--- config.mk ---
export PLATFORM = sky130hd
export DESIGN_NAME = addsub_rr_scheduler
export DESIGN_NICKNAME = d
export VERILOG_FILES = /design/src/rtl/addsub_sched_pkg.sv /design/src/rtl/n_bit_adder.sv /design/src/rtl/rr_arbiter.sv /design/src/rtl/addsub_rr_scheduler.sv
export SDC_FILE = /design/constraint.sdc
export NUM_CORES = 1
export LEC_CHECK = 0
export BUFFER_PORTS_ARGS = -buffer_cell sky130_fd_sc_hd__buf_2
export CELL_PAD_IN_SITES_DETAIL_PLACEMENT = 1
export CELL_PAD_IN_SITES_GLOBAL_PLACEMENT = 1
export CORE_MARGIN = 2
export CORE_UTILIZATION = 35
export DETAILED_ROUTE_END_ITERATION = 16
export PLACE_DENSITY_LB_ADDON = 0.1
export SLEW_MARGIN = 25
export SYNTH_ARGS = -nofsm -noshare
export SYNTH_HDL_FRONTEND = slang
export SYNTH_HIERARCHICAL = 1
export SYNTH_SLANG_ARGS = --single-unit
--- constraint.sdc ---
create_clock -name clk -period 3.2 [get_ports clk]
set_input_delay 0.64 -clock clk [delete_from_list [all_inputs] [get_ports clk]]
set_output_delay 0.64 -clock clk [all_outputs]
set_load 0.005 [all_outputs]
--- src/rtl/addsub_sched_pkg.sv ---
// Shared types and helpers for the round-robin add/subtract scheduler.
// Holds the FSM state encoding, op codes and the signed-overflow helper.
package addsub_sched_pkg;

    typedef enum logic [1:0] {
        IDLE = 2'd0,
        EXEC = 2'd1,
        RESP = 2'd2
    } state_e;

    localparam logic OP_ADD = 1'b0;
    localparam logic OP_SUB = 1'b1;

    // Signed overflow from the operand MSBs and the result MSB (yeff is post-inversion).
    function automatic logic add_ov(input logic x_msb, input logic yeff_msb, input logic f_msb);
        return (x_msb & yeff_msb & ~f_msb) | (~x_msb & ~yeff_msb & f_msb);
    endfunction

endpackage

--- src/rtl/n_bit_adder.sv ---
// Plain N-bit ripple-style adder with carry in and carry out.
module n_bit_adder #(
    parameter int N = 4
) (
    input  logic [N-1:0] a,
    input  logic [N-1:0] b,
    input  logic         cin,
    output logic [N-1:0] s,
    output logic         cout
);

    // Widen by one bit so the carry falls out of the top of the sum.
    always_comb begin
        {cout, s} = {1'b0, a} + {1'b0, b} + {{N{1'b0}}, cin};
    end

endmodule

--- src/rtl/rr_arbiter.sv ---
// Combinational round-robin arbiter: first valid request at or after ptr wins.
module rr_arbiter #(
    parameter int NREQ = 4,
    parameter int IDW  = $clog2(NREQ)
) (
    input  logic [NREQ-1:0] req,
    input  logic [IDW-1:0]  ptr,
    output logic [NREQ-1:0] grant,
    output logic [IDW-1:0]  gidx,
    output logic            any
);

    // Walk the requesters from ptr upward; power-of-two NREQ makes the index wrap for free.
    always_comb begin
        logic [IDW-1:0] idx_s;
        grant = {NREQ{1'b0}};
        gidx  = {IDW{1'b0}};
        any   = 1'b0;
        idx_s = {IDW{1'b0}};
        for (int k = 0; k < NREQ; k++) begin
            idx_s = ptr + k[IDW-1:0];
            if (!any && req[idx_s]) begin
                any          = 1'b1;
                gidx         = idx_s;
                grant[idx_s] = 1'b1;
            end else begin
                any = any;
            end
        end
    end

endmodule

--- src/rtl/addsub_rr_scheduler.sv ---
// Shares one add/subtract datapath among NREQ requesters with round-robin grant
// and returns tagged results on a single valid/ready response channel.
module addsub_rr_scheduler
    import addsub_sched_pkg::*;
#(
    parameter int N    = 4,
    parameter int NREQ = 4,
    parameter int IDW  = $clog2(NREQ)
) (
    input  logic              clk,
    input  logic              rst_n,
    input  logic [NREQ-1:0]   req_valid,
    output logic [NREQ-1:0]   req_ready,
    input  logic [NREQ*N-1:0] req_x,
    input  logic [NREQ*N-1:0] req_y,
    input  logic [NREQ-1:0]   req_sub,
    output logic              rsp_valid,
    input  logic              rsp_ready,
    output logic [IDW-1:0]    rsp_id,
    output logic [N-1:0]      rsp_f,
    output logic              rsp_cout,
    output logic              rsp_ov
);

    state_e          state_r;
    logic [IDW-1:0]  rr_ptr_r;
    logic [IDW-1:0]  id_r;
    logic [N-1:0]    x_r;
    logic [N-1:0]    y_r;
    logic            sub_r;
    logic            rsp_valid_r;
    logic [IDW-1:0]  rsp_id_r;
    logic [N-1:0]    rsp_f_r;
    logic            rsp_cout_r;
    logic            rsp_ov_r;

    logic [NREQ-1:0] grant_s;
    logic [IDW-1:0]  gidx_s;
    logic            any_s;
    logic [N-1:0]    sel_x_s;
    logic [N-1:0]    sel_y_s;
    logic            sel_sub_s;
    logic [N-1:0]    yeff_s;
    logic [N-1:0]    sum_s;
    logic            cout_s;
    logic            ov_s;

    rr_arbiter #(.NREQ(NREQ), .IDW(IDW)) u_arb (
        .req   (req_valid),
        .ptr   (rr_ptr_r),
        .grant (grant_s),
        .gidx  (gidx_s),
        .any   (any_s)
    );

    // Operand mux for the granted requester, sampled only on the transfer edge.
    always_comb begin
        sel_x_s   = req_x[gidx_s*N +: N];
        sel_y_s   = req_y[gidx_s*N +: N];
        sel_sub_s = req_sub[gidx_s];
    end

    // Subtract is x + ~y + 1; the inversion and overflow live here, not in the adder.
    always_comb begin
        yeff_s = y_r ^ {N{sub_r}};
        ov_s   = add_ov(x_r[N-1], yeff_s[N-1], sum_s[N-1]);
    end

    n_bit_adder #(.N(N)) u_adder (
        .a    (x_r),
        .b    (yeff_s),
        .cin  (sub_r),
        .s    (sum_s),
        .cout (cout_s)
    );

    // Accept only in IDLE, and never while reset is held.
    always_comb begin
        if ((state_r == IDLE) && rst_n) begin
            req_ready = grant_s;
        end else begin
            req_ready = {NREQ{1'b0}};
        end
    end

    // Main sequencer: grant/latch, execute, then hold the response until taken.
    always_ff @(posedge clk or negedge rst_n) begin
        if (!rst_n) begin
            state_r     <= IDLE;
            rr_ptr_r    <= {IDW{1'b0}};
            id_r        <= {IDW{1'b0}};
            x_r         <= {N{1'b0}};
            y_r         <= {N{1'b0}};
            sub_r       <= OP_ADD;
            rsp_valid_r <= 1'b0;
            rsp_id_r    <= {IDW{1'b0}};
            rsp_f_r     <= {N{1'b0}};
            rsp_cout_r  <= 1'b0;
            rsp_ov_r    <= 1'b0;
        end else begin
            case (state_r)
                IDLE: begin
                    if (any_s) begin
                        x_r     <= sel_x_s;
                        y_r     <= sel_y_s;
                        sub_r   <= sel_sub_s;
                        id_r    <= gidx_s;
                        state_r <= EXEC;
                    end
                end
                EXEC: begin
                    rsp_f_r     <= sum_s;
                    rsp_cout_r  <= cout_s;
                    rsp_ov_r    <= ov_s;
                    rsp_id_r    <= id_r;
                    rsp_valid_r <= 1'b1;
                    state_r     <= RESP;
                end
                RESP: begin
                    if (rsp_ready) begin
                        rsp_valid_r <= 1'b0;
                        rr_ptr_r    <= id_r + {{(IDW-1){1'b0}}, 1'b1};
                        state_r     <= IDLE;
                    end
                end
                default: begin
                    state_r <= IDLE;
                end
            endcase
        end
    end

    assign rsp_valid = rsp_valid_r;
    assign rsp_id    = rsp_id_r;
    assign rsp_f     = rsp_f_r;
    assign rsp_cout  = rsp_cout_r;
    assign rsp_ov    = rsp_ov_r;

endmodule

-- After elaboration in Yosys (flattened, before gate mapping)
Cells that the tools add are included.
W data, S select, Z words.
- shift operators: 2
- multiplexer cells: 36
- add/subtract/negate cells: 6
- magnitude comparators: 9
- eq/ne operators: 4
- bitwise operators: 12
- reduce and logical (&&, ||, !) cells: 17
- operators by type and width (operator ; number):
    $shiftx A16 B5 Y4 ; 2
    $mux W4 ; 5
    $lt A2 B3 Y1 const B ; 5
    $mux W1 ; 14
    $mux W2 ; 6
    $or A4 B4 Y4 ; 3
    $bmux W1 S2 ; 5
    $demux W1 S2 ; 4
    $ge A2 B1 Y1 const B ; 4
    $logic_and A1 B1 Y1 ; 8
    $reduce_and A2 Y1 ; 4
    $pmux W2 S3 ; 1
    $add A4 B4 Y5 ; 1
    $add A5 B1 Y5 ; 1
    $add A2 B1 Y2 const B ; 2
    $add A2 B2 Y2 const B ; 2
    $and A1 B1 Y1 ; 4
    $ne A2 B2 Y1 const B ; 2
    $xor A4 B4 Y4 ; 1
    $logic_not A1 Y1 ; 3
    $not A1 Y1 ; 3
    $eq A2 B1 Y1 const B ; 1
    $eq A2 B2 Y1 const B ; 1
    $logic_not A2 Y1 ; 1
    3 further kinds ; 3
- input port bits: 43
- flip-flop bits (word level): 24

-- Logic depth before layout (Yosys ltp)
Gate-level depths: netlist (run 1).
- word-level depth: 14
- mapped depth: 11
- depth with buffers taken out: 9

-- Hierarchy
Netlist (run 1), hierarchy kept.
- by module, submodules not included (module ; times used ; cells an instance ; area each (sq um)):
    addsub_rr_scheduler ; 1 ; 100 ; 1214.9
    rr_arbiter ; 1 ; 45 ; 419.2
    n_bit_adder ; 1 ; 16 ; 143.9

-- Worst setup path before layout (run 1)
OpenSTA, ideal clock, no wires.
- path kind: register to register
- start: reg rr_ptr_r[0]
- end: reg sub_r
- path buffers: 3
- stages on the path, launching flop included: 11
- arrival: 2761 ps
- period minus slack after synthesis: 2886 ps
- data required time: 3075 ps
- path slack: 314 ps
- path through: dfrtp_1 > buf_6 > inv_1 > ha_1 > mux4_2 > buf_6 > o311ai_0 > a32o_1 > clkbuf_1 > mux4_2 > mux2_2
- word-level cells in the longest chain between the ends: 14
- RTL lines (item ; line ; source):
    from (decl) ; addsub_rr_scheduler.sv:26 ; logic [IDW-1:0] rr_ptr_r;
    from (signal assigned) ; addsub_rr_scheduler.sv:90 ; rr_ptr_r <= {IDW{1'b0}};
    from (signal assigned) ; addsub_rr_scheduler.sv:122 ; rr_ptr_r <= id_r + {{(IDW-1){1'b0}}, 1'b1};
    branches (longest 11 deep; another with $add A2 B1 Y2) ; - ;
    $mux W2 (*) ; rr_arbiter.sv:22 ; if (!any && req[idx_s]) begin
    via gidx_s[1] ; addsub_rr_scheduler.sv:38 ; logic [IDW-1:0] gidx_s;
    $bmux W1 S2 (*) ; addsub_rr_scheduler.sv:60 ; sel_sub_s = req_sub[gidx_s];
    $mux W1 (implied by the code) (*) ; addsub_rr_scheduler.sv:60 ;
    to (signal assigned) ; addsub_rr_scheduler.sv:106 ; sub_r <= sel_sub_s;
    to (decl) ; addsub_rr_scheduler.sv:30 ; logic sub_r;
Mark *: on every way through the listed nets, which the timed path passes. The select of a mux whose other input is x is not followed.
A chain may end at the register's enable or synchronous reset.

-- Worst setup path after layout (run 1)
- start: reg rr_ptr_r[1]
- end: out req_ready[2]
- word-level cells in the longest chain between the ends: 13
- RTL lines (item ; line ; source):
    branches (longest 11 deep; another with $lt A2 B3 Y1) ; - ;
    $mux W4 (*) ; rr_arbiter.sv:22 ;
    via grant_s[2] ; addsub_rr_scheduler.sv:37 ; logic [NREQ-1:0] grant_s;
    $mux W4 (*) ; addsub_rr_scheduler.sv:79 ; if ((state_r == IDLE) && rst_n) begin
    to (decl) ; addsub_rr_scheduler.sv:13 ; output logic [NREQ-1:0] req_ready,
Marked as above.

==> results of run 1 <==
==> registers in the layout, summed over array words and instances (netlist names), 2 cells and up <==
signal    cells
rsp_f         4
x_r           4
y_r           4
id_r          2
rr_ptr_r      2
rsp_id        2
state_r       2
==> final cells by class <==
cell class / count / area share
inverters: 10 / 0.0166
well taps: 67 / 0.0372
repair buffers: 67 / 0.169
clock buffers: 4 / 0.0244
multi-input cells: 118 / 0.486
flip-flops and latches: 24 / 0.266
==> placed cells by master (no fill, tap or decap), drive strengths merged, types with 8 or more instances in the layout <==
master / count
ha: 8
dfrtp: 24
mux4: 13
nand2: 27
a22oi: 8
mux2: 13
o21ai: 9
buf: 67
inv: 10
==> logic make-up after synthesis <==
group,after synthesis
flops,24
xor+xnor,7
compound gates,27
mux,27
buf+inv,19
simple gates,47
fa+ha+maj,10
==> per-layer routing <==
metal  wire (um)  up-vias
li1            -      706
met1        1840      695
met2        1910       51
met3         275        3
met4          15        0
met5           0        -
==> worst paths after layout <==
check | depth (start not counted) | slack (ps) | end | start
setup / recovery | 7 | 140 | req_ready[2] | rr_ptr_r[1]
hold / removal | 2 | 350 | rsp_cout | rst_n
setup reg to reg | 8 | 240 | x_r[1] | rr_ptr_r[1]
hold reg to reg | 2 | 470 | rsp_cout | rsp_cout
max in group asynchronous | 2 | 2590 | x_r[0] | rst_n
min in group clk | 2 | 470 | rsp_cout | rsp_cout
==> through the flow <==
step,instance area (um^2),TNS [ps],power (mW)
final,2250,0,2.66
after global routing,2250,-9.12,2.93
after CTS,2190,0,2.62
after detailed placement,2140,0,2.40
after global placement,2140,0,2.32
after floorplan,1780,0,1.99
==> what timing repair did <==
item | 4_1_cts | 5_1_grt
gates resized for setup | 0 | 2
setup endpoints to repair | 0 | 4
endpoints found under the hold margin | 0 | 0
buffers inserted | 0 | 6
==> worst max-delay path, stage by stage (launching register included) <==
cell and delay [ps]:
sky130_fd_sc_hd__dfrtp_1 370, sky130_fd_sc_hd__buf_4 170, sky130_fd_sc_hd__mux4_1 660, sky130_fd_sc_hd__nor4b_4 430, sky130_fd_sc_hd__a22oi_1 130, sky130_fd_sc_hd__o21ai_0 100
sky130_fd_sc_hd__and3_1 180, sky130_fd_sc_hd__buf_2 110
==> power by group <==
part | internal [mW] | leakage (nW) | switching [mW] | total (mW)
sequential | 0.464 | 0.291 | 0.121 | 0.585
combinational | 0.996 | 0.765 | 0.871 | 1.87
clock | 0.110 | 0.0288 | 0.0950 | 0.205
==> summary by stage, run 1 <==
Outcome
The flow ran to the end, and the final reports show no timing, DRC or antenna violations.

Routing
After detailed routing, the total wire length is 4040 um. The first detailed-routing pass ran for 4 iterations. The detailed router's first-iteration violation count is 74. After detailed routing, the number of remaining DRC violations is 0. Dividing the detail-routed via count by the number of cells gives 5.02. The antenna violation net count after detailed routing is 0. Dividing the detail-routed wire length by the instance count gives 13.9 um.

Summing over every cut layer, the via total after detailed routing is 1455.

Pwr
The total leakage power is 1.09 nW. For this design the ratio of total power to cell area is 1180 mW/mm^2. The maximum VDD drop is 0.460 mV.

Final layout
0 antenna diodes ended up in the layout. Measured on the finished design, the core utilization comes to 0.468. Of the cells placed in the final design, the portion with a size suffix greater than 1 is 0.448. In the final layout, flip-flops and latches occupy 601 um^2. In the final design database the tool counted 277 nets. Fill cells in the final layout number 589. Relative to the synthesized area, the layout overhead comes to 26.8%. The area of the multi-input gates is 0.00110 mm^2. The post-route non-filler standard cell count is 290.

Flow run
Across the run, the number of max-cap violations was 0.

Synth
The most instantiated library cell after synthesis is sky130_fd_sc_hd__nand2_1. The adder-cell share of the synthesized area is 0.0788. By area, the combinational part of the netlist is dominated by multiplexers. The total of warnings raised by yosys is 6. The prevailing post-synth register cell is sky130_fd_sc_hd__dfrtp_1. The parity-gate share of the synthesized area counting xor and xnor cells is 0.0345.

The number of synthesized flops with an enable pin is 0. In the synthesized netlist, the cells that appear most often are sky130_fd_sc_hd__nand2_1, sky130_fd_sc_hd__dfrtp_1, sky130_fd_sc_hd__mux2_2, sky130_fd_sc_hd__mux4_2, sky130_fd_sc_hd__inv_1. The average instance area after synthesis is 11.0 um^2. The simple-gate portion of the synthesized area is 0.137.

The distinct cell type count after synthesis is 34. The area of the mapped netlist is 0.00178 mm^2. By area the synthesized netlist is led by sky130_fd_sc_hd__dfrtp_1, sky130_fd_sc_hd__mux4_2, sky130_fd_sc_hd__mux2_2. The library cell with the largest summed area after synthesis is sky130_fd_sc_hd__dfrtp_1. The number of nets in the synthesized netlist is 214.

The synthesis-stage register bit count is 24. For this run, the register share of the synthesized area comes to 0.338. Measured against the total synthesized area, the mux share comes to 0.257. The synthesized-area fraction occupied by ao, oa, aoi and oai cells is 0.0999. In the synthesized netlist the async set-or-reset flop fraction comes to 1.00. The cell count after synthesis came out at 161. The share of synthesized area in the top cell type comes to 0.338.

Floorplan
After floorplanning, the core was sized to cover 0.00482 mm^2. The die extent in x is 75.3 um. The area of the die is 0.00567 mm^2. The initial utilization of the core area, before any placement, comes to 0.369.

The row count is 25. The die is 75.3 um tall. For this design the top-level I/O count stands at 56.

Timing
Clock skew on the completed layout was measured at 2.47 ps. The post-route fraction of the period consumed by the critical path is 0.957. Setup violations remaining at the end of the flow were counted as 0. The number of max-slew violations in the final report is 0. The remaining max-slew budget at the tightest pin is 0.628. The final hold slack is 353 ps.

The highest achievable clock rate is 326 MHz. The number of hold violations in the final report is 0. The post-route worst setup slack is 137 ps. The minimum clock period is 3060 ps.

The slew at the pin with the worst max-slew slack is 556 ps.

Setup path
The worst setup path is captured at an output pin. The data arrival at the endpoint of the critical path is 2420 ps. The maximum fanout encountered on the critical timing path is 8. The critical path launch point type is a flip-flop. The worst setup path is of the reg -> out kind. The data required time of the critical path is 2560 ps.

CTS
In this run, post-CTS hold repair placed 0 buffers. The clock drives 24 sinks. The clock insertion delay at the later pin of the skew report is 270 ps. The number of clock buffers added by TritonCTS is 3. The clock transition at the register clock pins on the worst setup and hold paths after CTS is 80 ps.

Counting along the longest clock path gives a buffer depth of 2. The deepest level of the CTS H-tree is 1. The root buffer selected by CTS is sky130_fd_sc_hd__clkbuf_8.

TritonCTS built the clock tree.

Placement
The number of port buffers is 55. Detailed placement ended at an HPWL of 3240 um. The number of placed instances, taps included, is 280.

The worst-case setup slack after placement is 120 ps. The placer's final routability congestion estimate is 0.727.

GRT
The number of global-route vias before repair is 1482. The global-route wire length before repair is 6660 um. The layer flagged by global routing as most heavily used is met2. For this run the aggregate overflow at the end of global routing stands at 0. The global-route usage over all layers is 0.152. In the global route stage, met2 resource usage came out at 0.264.

For this run, global-route usage on met1 was measured as 0.196. The number of antenna violations at the first check in global routing is 0. Entering global routing, the biggest net connects 29 pins. The met3 track utilization from global routing is 0.0388.

Hold path
The type of the worst min-delay path is in -> async.
(Power assumes the default switching activity.)
==> run 2, diff against run 1 <==
--- a/config.mk
+++ b/config.mk
@@ -7,9 +7,9 @@
 export LEC_CHECK = 0
 export BUFFER_PORTS_ARGS = -buffer_cell sky130_fd_sc_hd__buf_2
 export CELL_PAD_IN_SITES_DETAIL_PLACEMENT = 1
-export CELL_PAD_IN_SITES_GLOBAL_PLACEMENT = 1
+export CELL_PAD_IN_SITES_GLOBAL_PLACEMENT = 2
 export CORE_MARGIN = 2
-export CORE_UTILIZATION = 35
+export CORE_UTILIZATION = 32
 export DETAILED_ROUTE_END_ITERATION = 16
 export PLACE_DENSITY_LB_ADDON = 0.1
 export SLEW_MARGIN = 25
==> summary by stage, run 2 (synthesis gave the netlist of run 1 again) <==
Outcome
Outcome: complete, no violations (unchanged).

Final layout
The area taken by flip-flops and latches is 602 um^2 (was 601 um^2). The filler cell count in the final layout came to 637 (was 589). The area of the multi-input gates came to 0.00109 mm^2 (was 0.00110 mm^2). The final net count is 275 (was 277). The synthesis-to-layout area growth is 27.1% (was 26.8%).

The most common cell after layout, fill and taps aside is sky130_fd_sc_hd__buf_2 (unchanged). The post-route standard cell area excluding fillers is 0.00226 mm^2 (was 0.00225 mm^2). Commonest cells after routing, fill and taps aside: sky130_fd_sc_hd__buf_2, sky130_fd_sc_hd__nand2_1, sky130_fd_sc_hd__dfrtp_1, sky130_fd_sc_hd__mux2_2, sky130_fd_sc_hd__mux4_2 (unchanged). The fraction of final layout cells sized beyond drive strength 1 is 0.457 (was 0.448). The number of antenna repair diodes is 0 (unchanged).

Floorplan
The die extent in x is 78.5 um (was 75.3 um). The floorplan core area came to 0.00544 mm^2 (was 0.00482 mm^2). The row count is 27 (was 25). The die height was 78.5 um (was 75.3 um). The effective utilization at floorplan is 0.327 (was 0.369). The area of the die is 0.00617 mm^2 (was 0.00567 mm^2). The number of I/O pins is 56 (unchanged).

Hold path
The type of the worst min-delay path is in -> async (unchanged).

Routing
The overall routed net length is 4320 um (was 4040 um). The detailed router's first-iteration violation count is 64 (was 74). The antenna violation net count after detailed routing is 0 (unchanged). The wire length per cell is 14.8 um (was 13.9 um). The post-detailed-route DRC marker count came to 0 (unchanged). The number of iterations in the first detailed-routing pass is 4 (unchanged). The number of vias per cell after detailed routing is 4.91 (was 5.02). The total number of vias was 1438 (was 1455).

Timing
The highest achievable clock rate was 329 MHz (was 326 MHz). The setup violation total in the final timing report is 0 (unchanged). The number of hold violations in the final report is 0 (unchanged). The remaining max-slew budget at the tightest pin is 0.627 (was 0.628). The number of max-slew violations in the final report is 0 (unchanged). The slew at the pin with the worst max-slew slack is 558 ps (was 556 ps). The post-route fraction of the period consumed by the critical path was 0.951 (was 0.957). The worst setup skew after layout came to 4.08 ps (was 2.47 ps). The sum of negative setup slack is 0 ps (unchanged). The minimum clock period was 3040 ps (was 3060 ps).

CTS
The number of CTS-inserted buffers is 3 (unchanged). The TritonCTS clock tree is done (unchanged). The count of clock tree sinks was 24 (unchanged). The root buffer selected by CTS is sky130_fd_sc_hd__clkbuf_8 (unchanged). The deepest level of the CTS H-tree was 1 (unchanged). The clock transition at the register clock pins on the worst setup and hold paths after CTS is 90 ps (was 80 ps). The buffer depth of the longest clock path is 2 (unchanged).

The clock insertion delay at the later pin of the skew report came to 260 ps (was 270 ps).

Setup path
The cell with the biggest individual delay on the critical path is sky130_fd_sc_hd__nor4b_4 (was sky130_fd_sc_hd__mux4_1). The register-to-register setup slack is 270 ps (was 240 ps). The worst reg2reg path startpoint was rr_ptr_r[1] (unchanged). The maximum fanout encountered on the critical timing path is 5 (was 8). The number of cells on the worst reg-to-reg path is 8 (unchanged). The critical path launch point type is a flip-flop (unchanged).

The critical register-to-register path endpoint was y_r[3] (was x_r[1]). The critical path endpoint category is an output pin (unchanged). The startpoint-to-endpoint class of the critical path is reg -> out (unchanged).

The combined buffer and inverter count along the critical path came to 2 (unchanged). The critical path's largest stage delay is 420 ps (was 660 ps). The kind of cell adding the most delay to the critical path is simple AND/OR/NAND/NOR gates (was multiplexers).

The data required time of the critical path is 2560 ps (about the same). CP Cell Sequence: inv_1 -> ha_4 -> mux4_2 -> nor4b_4 -> a22oi_1 -> o21ai_0 -> and3_1 -> buf_2 (was buf_4 -> mux4_1 -> nor4b_4 -> a22oi_1 -> o21ai_0 -> and3_1 -> buf_2). The data arrival at the endpoint of the critical path is 2400 ps (was 2420 ps).

Pwr
The switching fraction of total power is 0.405 (was 0.409). The maximum VDD drop is 0.491 mV (was 0.460 mV). The combinational fraction of design power is 0.685 (was 0.703). The net load switching power is 1.10 mW (was 1.09 mW). The power density over the cells came to 1200 mW/mm^2 (was 1180 mW/mm^2).

The clock network fraction of design power is 0.097 (was 0.077). The total leakage power is 1.08 nW (was 1.09 nW). The relative contribution of sequential cells to total power was 0.218 (was 0.220). The internal portion of total power is 1.61 mW (was 1.57 mW).

Placement
The HPWL after detailed placement was 3510 um (was 3240 um). The number of port buffers is 55 (unchanged). The placer's final routability congestion estimate is 0.736 (was 0.727). The placed standard-cell area is 0.00213 mm^2 (was 0.00214 mm^2).

Flow run
The max-capacitance violation count is 0 (unchanged).

GRT
The global-route usage over all layers came to 0.144 (was 0.152). The global-route wire length before repair came to 7130 um (was 6660 um). The leftover overflow at the end of global routing is 0 (unchanged).

The number of global-route vias before repair came to 1502 (was 1482). The pin count of the biggest net entering global routing came to 25 (was 29). The number of antenna violations at the first check in global routing was 0 (unchanged).
-- run 2: cell types whose count changed in the layout (fill, tap and decap cells not counted), sizes merged --
cell,previous run,this run
bufinv,0,1
buf,67,65
clkbuf,4,3
-- run 2: what timing repair did --
item,4_1_cts,5_1_grt
setup buffers,0,6
setup endpoints to repair,0,4
hold buffers,0,0
resized for setup,0,5
-- run 2: cell type report --
cell class                 instances  area share
inverter                          10      0.0166
clock inverter                     1      0.0133
sequential                        24       0.266
clock buffer                       3      0.0183
tap                               72      0.0399
timing repair buffer              65       0.162
multi-input combinational        118       0.483
-- run 2: how the worst max path moves through the flow --
stage,startpoint,endpoint,cells after the start
floorplan,rr_ptr_r[0],sub_r,10
global placement,req_valid[0],y_r[3],8
detailed placement,req_valid[3],x_r[3],7
CTS,rr_ptr_r[0],req_ready[0],7
global route,rr_ptr_r[1],req_ready[3],8
finish,rr_ptr_r[1],req_ready[0],8
-- run 2: worst reg2reg max path: stages (launching register included) --
cell	delay (ps)
sky130_fd_sc_hd__dfrtp_1	390
sky130_fd_sc_hd__inv_1	180
sky130_fd_sc_hd__ha_4	250
sky130_fd_sc_hd__mux4_2	370
sky130_fd_sc_hd__buf_4	170
sky130_fd_sc_hd__o311ai_0	330
sky130_fd_sc_hd__a32o_1	480
sky130_fd_sc_hd__mux4_2	390
sky130_fd_sc_hd__mux2_2	270
-- run 2: through the flow --
stage	setup WS (ps)	power, mW	hold slack, ps	instances	utilization
6_report	157	2.71	412	293	0.415
5_1_grt	-1.72	3.00	444	293	0.415
4_1_cts	16.9	2.66	432	287	0.405
3_5_place_dp	118	2.38	463	283	0.392
3_3_place_gp	169	2.31	453	283	0.392
2_1_floorplan	314	1.99	344	161	-
-- run 2: per-layer routing --
layer,routed length (um),vias to the layer above,track usage
met5,0,-,0
met4,36,0,0.0263
met3,246,4,0.0287
met2,2210,49,0.255
met1,1830,684,0.184
li1,-,701,-
-- run 2: power by group through the flow --
stage	Clock, mW	Combinational [mW]	Sequential (mW)
after floorplan	0	1.41	0.572
after global placement	0	1.72	0.588
after detailed placement	0	1.79	0.599
after CTS	0.273	1.79	0.592
after global routing	0.287	2.09	0.620
final	0.262	1.86	0.592
